[src/rtl/port_master_if.sv]
// Command/response handshake plus port strobe bus for port_master; cmd_rmw/cmd_mask
// exist only when PORT_MASTER_RMW_EN is defined. master = port_master's view.
interface port_master_if #(
  parameter int NPORTS = 12,
  parameter int DW     = 16,
  parameter int AW     = 4
);
  logic              cmd_valid;
  logic              cmd_ready;
  logic              cmd_write;
  logic [AW-1:0]     cmd_addr;
  logic [DW-1:0]     cmd_wdata;
`ifdef PORT_MASTER_RMW_EN
  logic              cmd_rmw;
  logic [DW-1:0]     cmd_mask;
`endif
  logic              rsp_valid;
  logic              rsp_ready;
  logic [DW-1:0]     rsp_rdata;
  logic              rsp_err;
  logic [NPORTS-1:0] read;
  logic [NPORTS-1:0] write;
  logic [DW-1:0]     wdata;
  logic [DW-1:0]     rdata;

  modport master (
    input  cmd_valid, cmd_write, cmd_addr, cmd_wdata, rsp_ready, rdata,
    output cmd_ready, rsp_valid, rsp_rdata, rsp_err, read, write, wdata
`ifdef PORT_MASTER_RMW_EN
    , input cmd_rmw, cmd_mask
`endif
  );

  modport slave (
    output cmd_valid, cmd_write, cmd_addr, cmd_wdata, rsp_ready, rdata,
    input  cmd_ready, rsp_valid, rsp_rdata, rsp_err, read, write, wdata
`ifdef PORT_MASTER_RMW_EN
    , output cmd_rmw, cmd_mask
`endif
  );
endinterface

[src/rtl/port_master.sv]
// Register-port bus initiator: one command in flight, strobe at T+1, response at T+1 (error),
// T+2 (write) or T+2+RD_LAT (read), held until rsp_ready. Read-modify-write: PORT_MASTER_RMW_EN.
module port_master #(
  parameter int NPORTS = 12,
  parameter int DW     = 16,
  parameter int AW     = 4,
  parameter int RD_LAT = 1
) (
  input  logic          clk,
  input  logic          rst,
  port_master_if.master bus
);
  typedef enum logic [1:0] {IDLE, STROBE, WAIT, RESP} state_t;

  state_t            state_q, state_d;
  logic [AW-1:0]     addr_q, addr_d;
  logic              wr_q, wr_d;
  logic [2:0]        cnt_q, cnt_d;
  logic [DW-1:0]     wdata_q, wdata_d;
  logic [DW-1:0]     rsp_rdata_q, rsp_rdata_d;
  logic              rsp_err_q, rsp_err_d;

  logic              accept;
  logic              addr_bad;
  logic              wait_last;
  logic              cmd_is_rmw;
  logic              rmw_first;
  logic              wr_strobe;
  logic [NPORTS-1:0] onehot;

`ifdef PORT_MASTER_RMW_EN
  logic              rmw_q, rmw_d;
  logic              phase2_q, phase2_d;
  logic [DW-1:0]     cmd_wdata_q, cmd_wdata_d;
  logic [DW-1:0]     mask_q, mask_d;

  assign cmd_is_rmw = bus.cmd_rmw & bus.cmd_write;
  // First strobe of an RMW is the read half; the write half follows WAIT.
  assign rmw_first  = rmw_q & ~phase2_q;
`else
  assign cmd_is_rmw = 1'b0;
  assign rmw_first  = 1'b0;
`endif

  assign accept    = bus.cmd_valid & bus.cmd_ready;
  assign addr_bad  = (32'(bus.cmd_addr) >= NPORTS);
  assign wait_last = (cnt_q == 3'(RD_LAT - 1));
  assign wr_strobe = wr_q & ~rmw_first;
  assign onehot    = NPORTS'(1) << addr_q;

  always_ff @(posedge clk) begin
    if (rst) state_q <= IDLE;
    else     state_q <= state_d;
  end

  always_comb begin
    state_d = state_q;
    case (state_q)
      IDLE:    if (accept) state_d = addr_bad ? RESP : STROBE;
      STROBE:  state_d = wr_strobe ? RESP : WAIT;
      WAIT:    if (wait_last) state_d = rmw_first ? STROBE : RESP;
      RESP:    if (bus.rsp_ready) state_d = IDLE;
      default: state_d = IDLE;
    endcase
  end

  always_comb begin
    bus.cmd_ready = 1'b0;
    bus.rsp_valid = 1'b0;
    bus.read      = '0;
    bus.write     = '0;
    case (state_q)
      IDLE:    bus.cmd_ready = ~rst;
      STROBE:  if (wr_strobe) bus.write = onehot;
               else           bus.read  = onehot;
      RESP:    bus.rsp_valid = 1'b1;
      default: ;
    endcase
  end

  assign bus.wdata     = wdata_q;
  assign bus.rsp_rdata = rsp_rdata_q;
  assign bus.rsp_err   = rsp_err_q;

  always_comb begin
    addr_d      = addr_q;
    wr_d        = wr_q;
    cnt_d       = cnt_q;
    wdata_d     = wdata_q;
    rsp_rdata_d = rsp_rdata_q;
    rsp_err_d   = rsp_err_q;
`ifdef PORT_MASTER_RMW_EN
    rmw_d       = rmw_q;
    phase2_d    = phase2_q;
    cmd_wdata_d = cmd_wdata_q;
    mask_d      = mask_q;
`endif
    case (state_q)
      IDLE: begin
        if (accept) begin
          addr_d      = bus.cmd_addr;
          wr_d        = bus.cmd_write;
          rsp_rdata_d = '0;
          rsp_err_d   = addr_bad;
          // wdata only moves when a write will really be issued.
          if (bus.cmd_write && !addr_bad && !cmd_is_rmw) wdata_d = bus.cmd_wdata;
`ifdef PORT_MASTER_RMW_EN
          rmw_d       = cmd_is_rmw;
          phase2_d    = 1'b0;
          cmd_wdata_d = bus.cmd_wdata;
          mask_d      = bus.cmd_mask;
`endif
        end
      end
      STROBE: cnt_d = '0;
      WAIT: begin
        cnt_d = cnt_q + 3'd1;
        if (wait_last) begin
          rsp_rdata_d = bus.rdata;
`ifdef PORT_MASTER_RMW_EN
          if (rmw_first) begin
            phase2_d = 1'b1;
            wdata_d  = (bus.rdata & ~mask_q) | (cmd_wdata_q & mask_q);
          end
`endif
        end
      end
      default: ;
    endcase
  end

  always_ff @(posedge clk) begin
    if (rst) begin
      addr_q      <= '0;
      wr_q        <= 1'b0;
      cnt_q       <= '0;
      wdata_q     <= '0;
      rsp_rdata_q <= '0;
      rsp_err_q   <= 1'b0;
`ifdef PORT_MASTER_RMW_EN
      rmw_q       <= 1'b0;
      phase2_q    <= 1'b0;
      cmd_wdata_q <= '0;
      mask_q      <= '0;
`endif
    end else begin
      addr_q      <= addr_d;
      wr_q        <= wr_d;
      cnt_q       <= cnt_d;
      wdata_q     <= wdata_d;
      rsp_rdata_q <= rsp_rdata_d;
      rsp_err_q   <= rsp_err_d;
`ifdef PORT_MASTER_RMW_EN
      rmw_q       <= rmw_d;
      phase2_q    <= phase2_d;
      cmd_wdata_q <= cmd_wdata_d;
      mask_q      <= mask_d;
`endif
    end
  end
endmodule
[src/flat_wrapper.sv]
// flat-port wrapper written by rule: the top's interface ports become plain ports
module port_master_flat 
#(
  parameter int NPORTS = 12,
  parameter int DW     = 16,
  parameter int AW     = 4,
  parameter int RD_LAT = 1
)
  (clk, rst, bus_cmd_valid, bus_cmd_write, bus_cmd_addr, bus_cmd_wdata, bus_rsp_ready, bus_rdata, bus_cmd_ready, bus_rsp_valid, bus_rsp_rdata, bus_rsp_err, bus_read, bus_write, bus_wdata);
  port_master_if #(.NPORTS(NPORTS), .DW(DW), .AW(AW)) bus_i ();
  input  logic clk;
  input  logic rst;
  input wire logic [$bits(bus_i.cmd_valid)-1:0] bus_cmd_valid;
  input wire logic [$bits(bus_i.cmd_write)-1:0] bus_cmd_write;
  input wire logic [$bits(bus_i.cmd_addr)-1:0] bus_cmd_addr;
  input wire logic [$bits(bus_i.cmd_wdata)-1:0] bus_cmd_wdata;
  input wire logic [$bits(bus_i.rsp_ready)-1:0] bus_rsp_ready;
  input wire logic [$bits(bus_i.rdata)-1:0] bus_rdata;
  output wire logic [$bits(bus_i.cmd_ready)-1:0] bus_cmd_ready;
  output wire logic [$bits(bus_i.rsp_valid)-1:0] bus_rsp_valid;
  output wire logic [$bits(bus_i.rsp_rdata)-1:0] bus_rsp_rdata;
  output wire logic [$bits(bus_i.rsp_err)-1:0] bus_rsp_err;
  output wire logic [$bits(bus_i.read)-1:0] bus_read;
  output wire logic [$bits(bus_i.write)-1:0] bus_write;
  output wire logic [$bits(bus_i.wdata)-1:0] bus_wdata;
  assign bus_i.cmd_valid = bus_cmd_valid;
  assign bus_i.cmd_write = bus_cmd_write;
  assign bus_i.cmd_addr = bus_cmd_addr;
  assign bus_i.cmd_wdata = bus_cmd_wdata;
  assign bus_i.rsp_ready = bus_rsp_ready;
  assign bus_i.rdata = bus_rdata;
  assign bus_cmd_ready = bus_i.cmd_ready;
  assign bus_rsp_valid = bus_i.rsp_valid;
  assign bus_rsp_rdata = bus_i.rsp_rdata;
  assign bus_rsp_err = bus_i.rsp_err;
  assign bus_read = bus_i.read;
  assign bus_write = bus_i.write;
  assign bus_wdata = bus_i.wdata;
  port_master #(.NPORTS(NPORTS), .DW(DW), .AW(AW), .RD_LAT(RD_LAT)) u_core (.clk(clk), .rst(rst), .bus(bus_i));
endmodule
[config.mk]
export PLATFORM = sky130hd
export DESIGN_NAME = port_master_flat
export DESIGN_NICKNAME = d
export VERILOG_FILES = /design/src/rtl/port_master_if.sv /design/src/rtl/port_master.sv /design/src/flat_wrapper.sv
export SDC_FILE = /design/constraint.sdc
export NUM_CORES = 1
export LEC_CHECK = 0
export BUFFER_PORTS_ARGS = -buffer_cell sky130_fd_sc_hd__buf_4
export CAP_MARGIN = 20
export CORE_UTILIZATION = 47
export DETAILED_ROUTE_END_ITERATION = 7
export PLACE_DENSITY = 0.91
export SLEW_MARGIN = 40
export SYNTH_ARGS = -nofsm -noshare
export SYNTH_HDL_FRONTEND = slang
export SYNTH_SLANG_ARGS = --single-unit
[constraint.sdc]
create_clock -name clk -period 3.68 [get_ports clk]
set_input_delay 1.104 -clock clk [delete_from_list [all_inputs] [get_ports clk]]
set_output_delay 1.104 -clock clk [all_outputs]
set_load 0.005 [all_outputs]
==> results of run 1 <==
-- cells in the final DEF, fill, tap and decap left out --
| cell type | instances |
|---|---|
| buf_4 | 100 |
| nor2_1 | 49 |
| dfxtp_1 | 43 |
| mux2i_1 | 17 |
| a22o_1 | 16 |
| nand2_1 | 11 |
| a21oi_1 | 10 |
| nand3_1 | 8 |
| ha_1 | 6 |
| clkbuf_8 | 6 |
| inv_1 | 5 |
| nand3b_1 | 4 |
| or3b_2 | 3 |
| nand2b_1 | 2 |
| o21ai_0 | 2 |
| or3_1 | 1 |
| nor2b_2 | 1 |
| and4_2 | 1 |
| inv_2 | 1 |
| nor2b_4 | 1 |
| nor4_4 | 1 |
| a21oi_2 | 1 |
| nand4b_1 | 1 |
| nor2b_1 | 1 |
| a211oi_1 | 1 |
| nor3_1 | 1 |
| and3_1 | 1 |
| a311oi_1 | 1 |
| clkbuf_1 | 1 |
| clkinv_4 | 1 |
-- final timing paths --
path | from | endpoint | slack (ns) | cells after the start
max | u_core.state_q[1] | bus_read[5] | 0.82 | 5
min | u_core.bus.rsp_rdata[8] | u_core.bus.rsp_rdata[8] | 0.48 | 1
min reg2reg | u_core.bus.rsp_rdata[8] | u_core.bus.rsp_rdata[8] | 0.48 | 1
max reg2reg | u_core.state_q[0] | u_core.bus.wdata[8] | 1.52 | 6
-- power by group --
group	leakage, nW	switching (mW)	internal [mW]	total [mW]
logic	0.820	0.165	0.148	0.313
registers	0.349	0.0302	0.500	0.530
clock network	0.0484	0.157	0.154	0.311
total	1.22	0.352	0.801	1.15
-- final cells by class --
class | instances | area, um^2
fill | 320 | 1040
inverter | 6 | 22.5
clock inverter | 1 | 8.76
multi-input combinational | 140 | 891
timing repair buffer | 100 | 751
sequential | 43 | 861
tap | 48 | 60.1
clock buffer | 7 | 86.3
-- cell families after synthesis --
| kind of cell | Yosys count |
|---|---|
| muxes | 17 |
| DFF | 43 |
| and+or+nand+nor | 86 |
| AOI/OAI and AO/OA | 31 |
| adders and majority gates | 6 |
| buffers and inverters | 15 |
-- per-layer routing --
layer	part of all wire, %	GRT usage, %	vias up
met3	8.9	8.27	2
met5	0	0	-
li1	-	-	875
met4	0.43	5.83	0
met2	50	39.9	86
met1	41	23.5	824
-- registers in the layout, indices dropped and copies added, names as in the netlist --
register,count
u_core.wr_q,1
u_core.cnt_q,3
u_core.addr_q,4
u_core.bus.rsp_rdata,16
u_core.bus.wdata,16
u_core.bus.rsp_err,1
u_core.state_q,2
-- stage by stage --
| stage | hold slack [ns] | util, % | setup WS [ns] | total power, mW |
|---|---|---|---|---|
| after floorplan | 0.456 | - | 1.29 | 0.738 |
| after global placement | 0.460 | 69.3 | 0.965 | 0.838 |
| after detailed placement | 0.459 | 69.3 | 0.889 | 0.853 |
| after CTS | 0.484 | 71.9 | 0.836 | 1.16 |
| after global routing | 0.501 | 72.1 | 0.699 | 1.23 |
| final | 0.481 | 72.1 | 0.823 | 1.15 |
-- worst register-to-register path: stages (launching register included) --
cell and delay, ns:
dfxtp_1 0.35, inv_1 0.12, ha_1 0.41, nor2b_2 0.25, and4_2 0.57, mux2i_1 0.29
nor2_1 0.06
==> out/metrics.csv, run 1 <==
stage,metric,value,unit
run_status,status,"complete, no violations",
yosys,Syn Inst Count,198,
cts,CTS tree,done,
finish,Area Growth Syn to Fin,45.4,%
hold_path,Hold Path Class,reg -> reg,
grt,"Remaining Overflow, GRT",0,
setup_path,arrival time of the worst setup path,1.75,ns
sta,Rel. slew slack,51.6,%
cts,CTS Sinks,43,
placement,DP Area,0.00258,mm^2
sta,RSZ-0062 raised after global routing,no,
finish,Non-Filler Instances,345,
sta,Worst Skew,0.00541,ns
detailed_routing,Final Routed Wirelength,4.41,mm
grt,first-pass GRT wire length,7.06,mm
finish,Nets,343,
detailed_routing,vias after detailed routing,1787,
detailed_routing,Avg WL per Cell,12.8,um
cts,clock tree root driver cell,clkbuf_8,
setup_path,Critical Path RT,2.58,ns
yosys,adder-cell share of the synthesized area,4.07,%
floorplan,Die Wd,64.6,um
yosys,"Async S/R FF share, synth",0,%
sta,Final setup viols,0,
yosys,register bit count reported by yosys,43,
flow_run,Max-Cap Viols,0,
floorplan,CORE AREA,0.00372,mm^2
yosys,"Avg Cell Area, Syn",9.31,um^2
sta,Final Hold Fails,0,
sta,fmax,350,MHz
yosys,number of library cell types mapped by synthesis,32,
cts,cts bufs inserted,5,
floorplan,Ports,100,
placement,post-DP HPWL,3.30,mm
setup_path,CP Cell Sequence,"inv_1, ha_1, or3b_2, nor2_1, buf_4",
yosys,top-count cell post-synth,nor2_1,
detailed_routing,vias per cell,5.18,
setup_path,Worst setup SP type,flip-flop,
power_and_ir_drop,VDD IR max,0.298,mV
grt,initial antenna violation count,0,
yosys,Mapped Area,0.00184,mm^2
finish,fraction of layout cells with a size suffix above 1,39.1,%
placement,IO buf count,99,
cts,"Clk Latency, worst-skew pair",0.29,ns
yosys,post-synthesis mux area share,9.23,%
yosys,Post-synth top flop,dfxtp_1,
grt,GRT Overall Usage,21.9,%
cts,post-cts resize count,0,
grt,vias in the first global route,1687,
detailed_routing,Final ANT Viol Nets,0,
yosys,largest family of logic cells by synthesized area,simple AND/OR/NAND/NOR gates,
detailed_routing,drc violations,0,
sta,Setup TNS Final,0,ns
yosys,complex-gate fraction of the synthesized area,12.2,%
setup_path,Top delay family on crit path,simple AND/OR/NAND/NOR gates,
yosys,syn_nets,245,
detailed_routing,Detailed Route Iter0 Violations,75,
setup_path,Worst Path Max Fanout,6,
yosys,sequential-to-total area share from yosys stat,46.7,%
floorplan,Die Span Y,64.6,um
placement,global placement routability congestion,0.754,
setup_path,CP max stage delay,0.54,ns
cts,H-Tree Depth,2,
finish,number of inserted diodes,0,
yosys,Synth top area share,46.7,%
setup_path,CP Class,reg -> out,
yosys,"area leader, netlist",dfxtp_1,
finish,design area,0.00268,mm^2
grt,largest net degree at the start of global routing,31,
setup_path,endpoint class of the critical path,output pin,
yosys,Synth warnings,0,
floorplan,Cell Rows,22,
sta,Final Max Tran Viols,0,
power_and_ir_drop,P_leak,1.22,nW
sta,fin crit share,77.6,%
floorplan,Die ar.,0.00418,mm^2
power_and_ir_drop,PwrDens,430,mW/mm^2
cts,Post-CTS Hold Buffers,0,
setup_path,Buf/Inv on CP,2,
floorplan,Initial Util,49.6,%
yosys,fraction of the mapped netlist area in simple logic gates,22.7,%
setup_path,Slowest cell on crit path,or3b_2,
yosys,top post-synthesis cells by count,"nor2_1 (49), dfxtp_1 (43), mux2i_1 (17)",
yosys,ranking of synthesized cells by area,"dfxtp_1 (47%), nor2_1 (10%), mux2i_1 (9.2%)",
placement,placed cells,336,
sta,Least-Margin Pin Slew,0.726,ns
cts,CTS Buffer Depth,2,
cts,Post-CTS Setup Inserts,0,
cts,Worst-path clk slew,0.08,ns
yosys,"EDFF count, synth",0,
yosys,XOR/XNOR Fraction of Synth Area,0,%
detailed_routing,drt first pass iters,4,
sta,fin crit period,2.86,ns
Power figures use the tool's default switching activity.
==> inputs of run 2 (changes only) <==
--- a/config.mk
+++ b/config.mk
@@ -5,11 +5,12 @@
 export SDC_FILE = /design/constraint.sdc
 export NUM_CORES = 1
 export LEC_CHECK = 0
+export ABC_AREA = 1
 export BUFFER_PORTS_ARGS = -buffer_cell sky130_fd_sc_hd__buf_4
 export CAP_MARGIN = 20
-export CORE_UTILIZATION = 47
+export CORE_UTILIZATION = 41
 export DETAILED_ROUTE_END_ITERATION = 7
-export PLACE_DENSITY = 0.91
+export PLACE_DENSITY = 0.83
 export SLEW_MARGIN = 40
 export SYNTH_ARGS = -nofsm -noshare
 export SYNTH_HDL_FRONTEND = slang
==> constraint.sdc (replaced) <==
create_clock -name clk -period 2.4 [get_ports clk]
set_input_delay 0.72 -clock clk [delete_from_list [all_inputs] [get_ports clk]]
set_output_delay 0.72 -clock clk [all_outputs]
set_load 0.005 [all_outputs]
==> run 2 against run 1 <==
First-iteration DRC count increased by 45%. Register-to-register slack got worse by 0.96 ns. Area after synthesis grew 8.1%. Worst setup slack worse by 0.68 ns. Cell count up 20%. Utilization fell by 8.9 points.
==> out/metrics.csv, run 2 <==
stage,metric,value,unit,change
run_status,status,"complete, no violations",,
grt,largest net degree at the start of global routing,29,,-6.5%
setup_path,Critical Path RT,1.68,ns,-0.90 ns
cts,cts bufs inserted,5,,unchanged
finish,number of inserted diodes,0,,unchanged
yosys,Mapped Area,0.00199,mm^2,+8.1%
finish,Final Util,63.2,%,-8.9 points
cts,CTS Buffer Depth,2,,unchanged
floorplan,Die ar.,0.00514,mm^2,+23%
yosys,top post-synthesis cells by count,"nor2_1 (51), dfxtp_1 (43), nand2_1 (34)",,
yosys,Post-synth top flop,dfxtp_1,,
grt,vias in the first global route,1922,,+14%
yosys,"area leader, netlist",dfxtp_1,,
finish,"commonest non-fill, non-tap cells in the layout","buf_4 (102), nor2_1 (51), dfxtp_1 (43)",,
sta,Rel. slew slack,68.2,%,+17 points
sta,RSZ-0062 raised after global routing,no,,
setup_path,CP Class,reg -> out,,
power_and_ir_drop,Int Pwr,1.47,mW,+83%
floorplan,Die Wd,71.7,um,+11%
yosys,Syn Inst Count,268,,+35%
cts,H-Tree Depth,2,,unchanged
power_and_ir_drop,PwrDens,860,mW/mm^2,+100%
power_and_ir_drop,VDD IR max,0.638,mV,+110%
power_and_ir_drop,sw frac,40.0,%,+9.5 points
yosys,syn_nets,315,,+29%
placement,global placement routability congestion,0.820,,+8.7%
yosys,Synth top area share,43.2,%,-3.5 points
finish,Nets,409,,+19%
power_and_ir_drop,Final Total Pwr,2.45,mW,+110%
sta,fin crit share,94.0,%,
cts,"Clk Latency, worst-skew pair",0.29,ns,about the same
power_and_ir_drop,Psw,979,uW,+180%
placement,post-DP HPWL,3.83,mm,+16%
detailed_routing,Final ANT Viol Nets,0,,unchanged
hold_path,Hold Path Class,reg -> reg,,
power_and_ir_drop,Clock power frac,20.5,%,-6.4 points
yosys,sequential-to-total area share from yosys stat,43.2,%,-3.5 points
sta,Worst Skew,0.00678,ns,+0.00137 ns
setup_path,RR Startpoint,u_core.state_q[1],,
sta,Final Max Tran Viols,0,,unchanged
setup_path,arrival time of the worst setup path,1.54,ns,-0.21 ns
hold_path,hold path endpoint,u_core.bus.rsp_rdata[2],,
power_and_ir_drop,P_leak,1.31,nW,+7.7%
setup_path,Worst Path Max Fanout,12,,+6
yosys,register bit count reported by yosys,43,,unchanged
cts,Post-CTS Hold Buffers,0,,unchanged
power_and_ir_drop,Flop pwr share,36.4,%,-9.6 points
hold_path,Hold Crit Depth,2,,+1
sta,hold_ws,0.469,ns,-0.0119 ns
cts,Post-CTS Setup Inserts,0,,unchanged
sta,Final setup viols,0,,unchanged
floorplan,Cell Rows,24,,+9.1%
cts,CTS Sinks,43,,unchanged
cts,Worst-path clk slew,0.08,ns,about the same
setup_path,reg-to-reg endpoint,u_core.bus.wdata[8],,
setup_path,CP Cell Sequence,"inv_1, ha_1, nand2_1, nor2_1, buf_4",,
setup_path,"reg-to-reg slack, setup",0.56,ns,-0.96 ns
detailed_routing,Detailed Route Iter0 Violations,109,,+45%
sta,Least-Margin Pin Slew,0.476,ns,-0.250 ns
grt,first-pass GRT wire length,8.34,mm,+18%
floorplan,Die Span Y,71.7,um,+11%
detailed_routing,vias after detailed routing,2082,,+17%
detailed_routing,drc violations,0,,unchanged
setup_path,Top delay family on crit path,flip-flops,,
sta,fin crit period,2.26,ns,
finish,Area Growth Syn to Fin,42.9,%,
setup_path,Slowest cell on crit path,dfxtp_1,,
sta,fmax,443,MHz,
yosys,"EDFF count, synth",0,,unchanged
detailed_routing,Avg WL per Cell,12.3,um,-3.6%
setup_path,Buf/Inv on CP,2,,unchanged
grt,GRT Overall Usage,20.0,%,-1.9 points
yosys,ranking of synthesized cells by area,"dfxtp_1 (43%), nor2_1 (9.6%), nand2_1 (6.4%)",,
cts,clock tree root driver cell,clkbuf_8,,
hold_path,hold path start,u_core.bus.rsp_rdata[2],,
floorplan,Ports,100,,unchanged
setup_path,endpoint class of the critical path,output pin,,
floorplan,Initial Util,44.2,%,-5.4 points
grt,initial antenna violation count,0,,unchanged
sta,Final Hold Fails,0,,unchanged
floorplan,CORE AREA,0.00450,mm^2,+21%
yosys,Synth warnings,0,,unchanged
yosys,number of library cell types mapped by synthesis,27,,-16%
yosys,"Async S/R FF share, synth",0,%,unchanged
yosys,"Avg Cell Area, Syn",7.43,um^2,-20%
finish,layout filler cell count,407,,+27%
yosys,top-count cell post-synth,nor2_1,,
detailed_routing,drt first pass iters,4,,unchanged
finish,fraction of layout cells with a size suffix above 1,32.8,%,-6.3 points
placement,IO buf count,99,,unchanged
finish,"most common cell after layout, fill and taps aside",buf_4,,
power_and_ir_drop,Comb pwr share,43.2,%,+16 points
setup_path,Worst setup SP type,flip-flop,,
detailed_routing,Final Routed Wirelength,5.12,mm,+16%
cts,CTS tree,done,,
grt,"Remaining Overflow, GRT",0,,unchanged
flow_run,Max-Cap Viols,0,,unchanged
detailed_routing,vias per cell,5.02,,-3.1%
sta,Setup TNS Final,0,ns,unchanged
setup_path,CP max stage delay,0.40,ns,-0.14 ns
setup_path,length in cells of the worst reg-to-reg path,6,,unchanged
## run 2: cell count changes after synthesis, sizes merged, moves of 16 or more
cell and delta:
nand4 +18, nor3 +16, mux2i -17, nand2 +24, a22o -16, o21ai +24
## run 2: cell type report
class                   count  area, um^2  share of cell area [%]
clock buffers               8         100                    3.52
inverters                  19        71.3                    2.51
multi-input cells         191         983                    34.5
repair buffers            102         766                    26.9
well taps                  52        65.1                    2.29
flip-flops and latches     43         861                    30.2
## run 2: timing repair
action,CTS,global route
hold endpoints to repair,0,0
endpoints found under the setup margin,0,11
resized for setup,0,1
## run 2: through the flow
step                std cells  worst slack (ns)  cell area [um^2]
floorplan                 268             0.611              1990
global placement          407             0.477              2740
detailed placement        407             0.438              2740
CTS                       415             0.114              2840
global route              415            0.0172              2850
finish                    415             0.145              2850
## run 2: how the worst max path moves through the flow
stage / from / slack, ns / endpoint / depth (start not counted)
detailed placement: u_core.state_q[1] / 0.44 / bus_write[1] / 5
CTS: u_core.state_q[1] / 0.11 / bus_write[1] / 5
global route: u_core.state_q[1] / 0.02 / bus_read[5] / 5
floorplan: u_core.state_q[1] / 0.61 / bus_write[10] / 5
global placement: rst / 0.48 / bus_cmd_ready / 3
finish: u_core.state_q[1] / 0.14 / bus_read[0] / 5
## run 2: worst register-to-register path: cells and delay by family (launching register included)
family | cells | cell delay [ns]
AO/OA/AOI/OAI | 1 | 0.12
adder cells (fa/ha/maj) | 1 | 0.33
buffers and inverters | 1 | 0.13
flip-flops | 1 | 0.35
AND/OR/NAND/NOR | 3 | 0.86
## run 2: power by group through the flow
stage	combinational (mW)	clock, mW	sequential [mW]
final	1.06	0.501	0.891
after global routing	1.19	0.541	0.907
after CTS	1.05	0.511	0.890
after detailed placement	1.04	0	0.906
after global placement	1.03	0	0.901
after floorplan	0.740	0	0.899
## run 2: kinds of logic (layout without fill, tap and decap cells)
family | count (synthesis) | in the layout | synth area share [%]
xor+xnor | 1 | 1 | 0.440
compound gates | 49 | 49 | 13.4
buf+inv | 34 | 129 | 7.54
flops | 43 | 43 | 43.2
fa+ha+maj | 6 | 6 | 3.77
simple gates | 135 | 135 | 31.7
## run 2: layer usage
| metal | global-route usage, % | vias up | part of all wire (%) |
|---|---|---|---|
| met5 | 0 | - | 0 |
| met4 | 7.63 | 0 | 2.5 |
| met3 | 4.36 | 10 | 4.6 |
| met2 | 35.2 | 55 | 51 |
| met1 | 23.8 | 931 | 42 |
| li1 | - | 1086 | - |
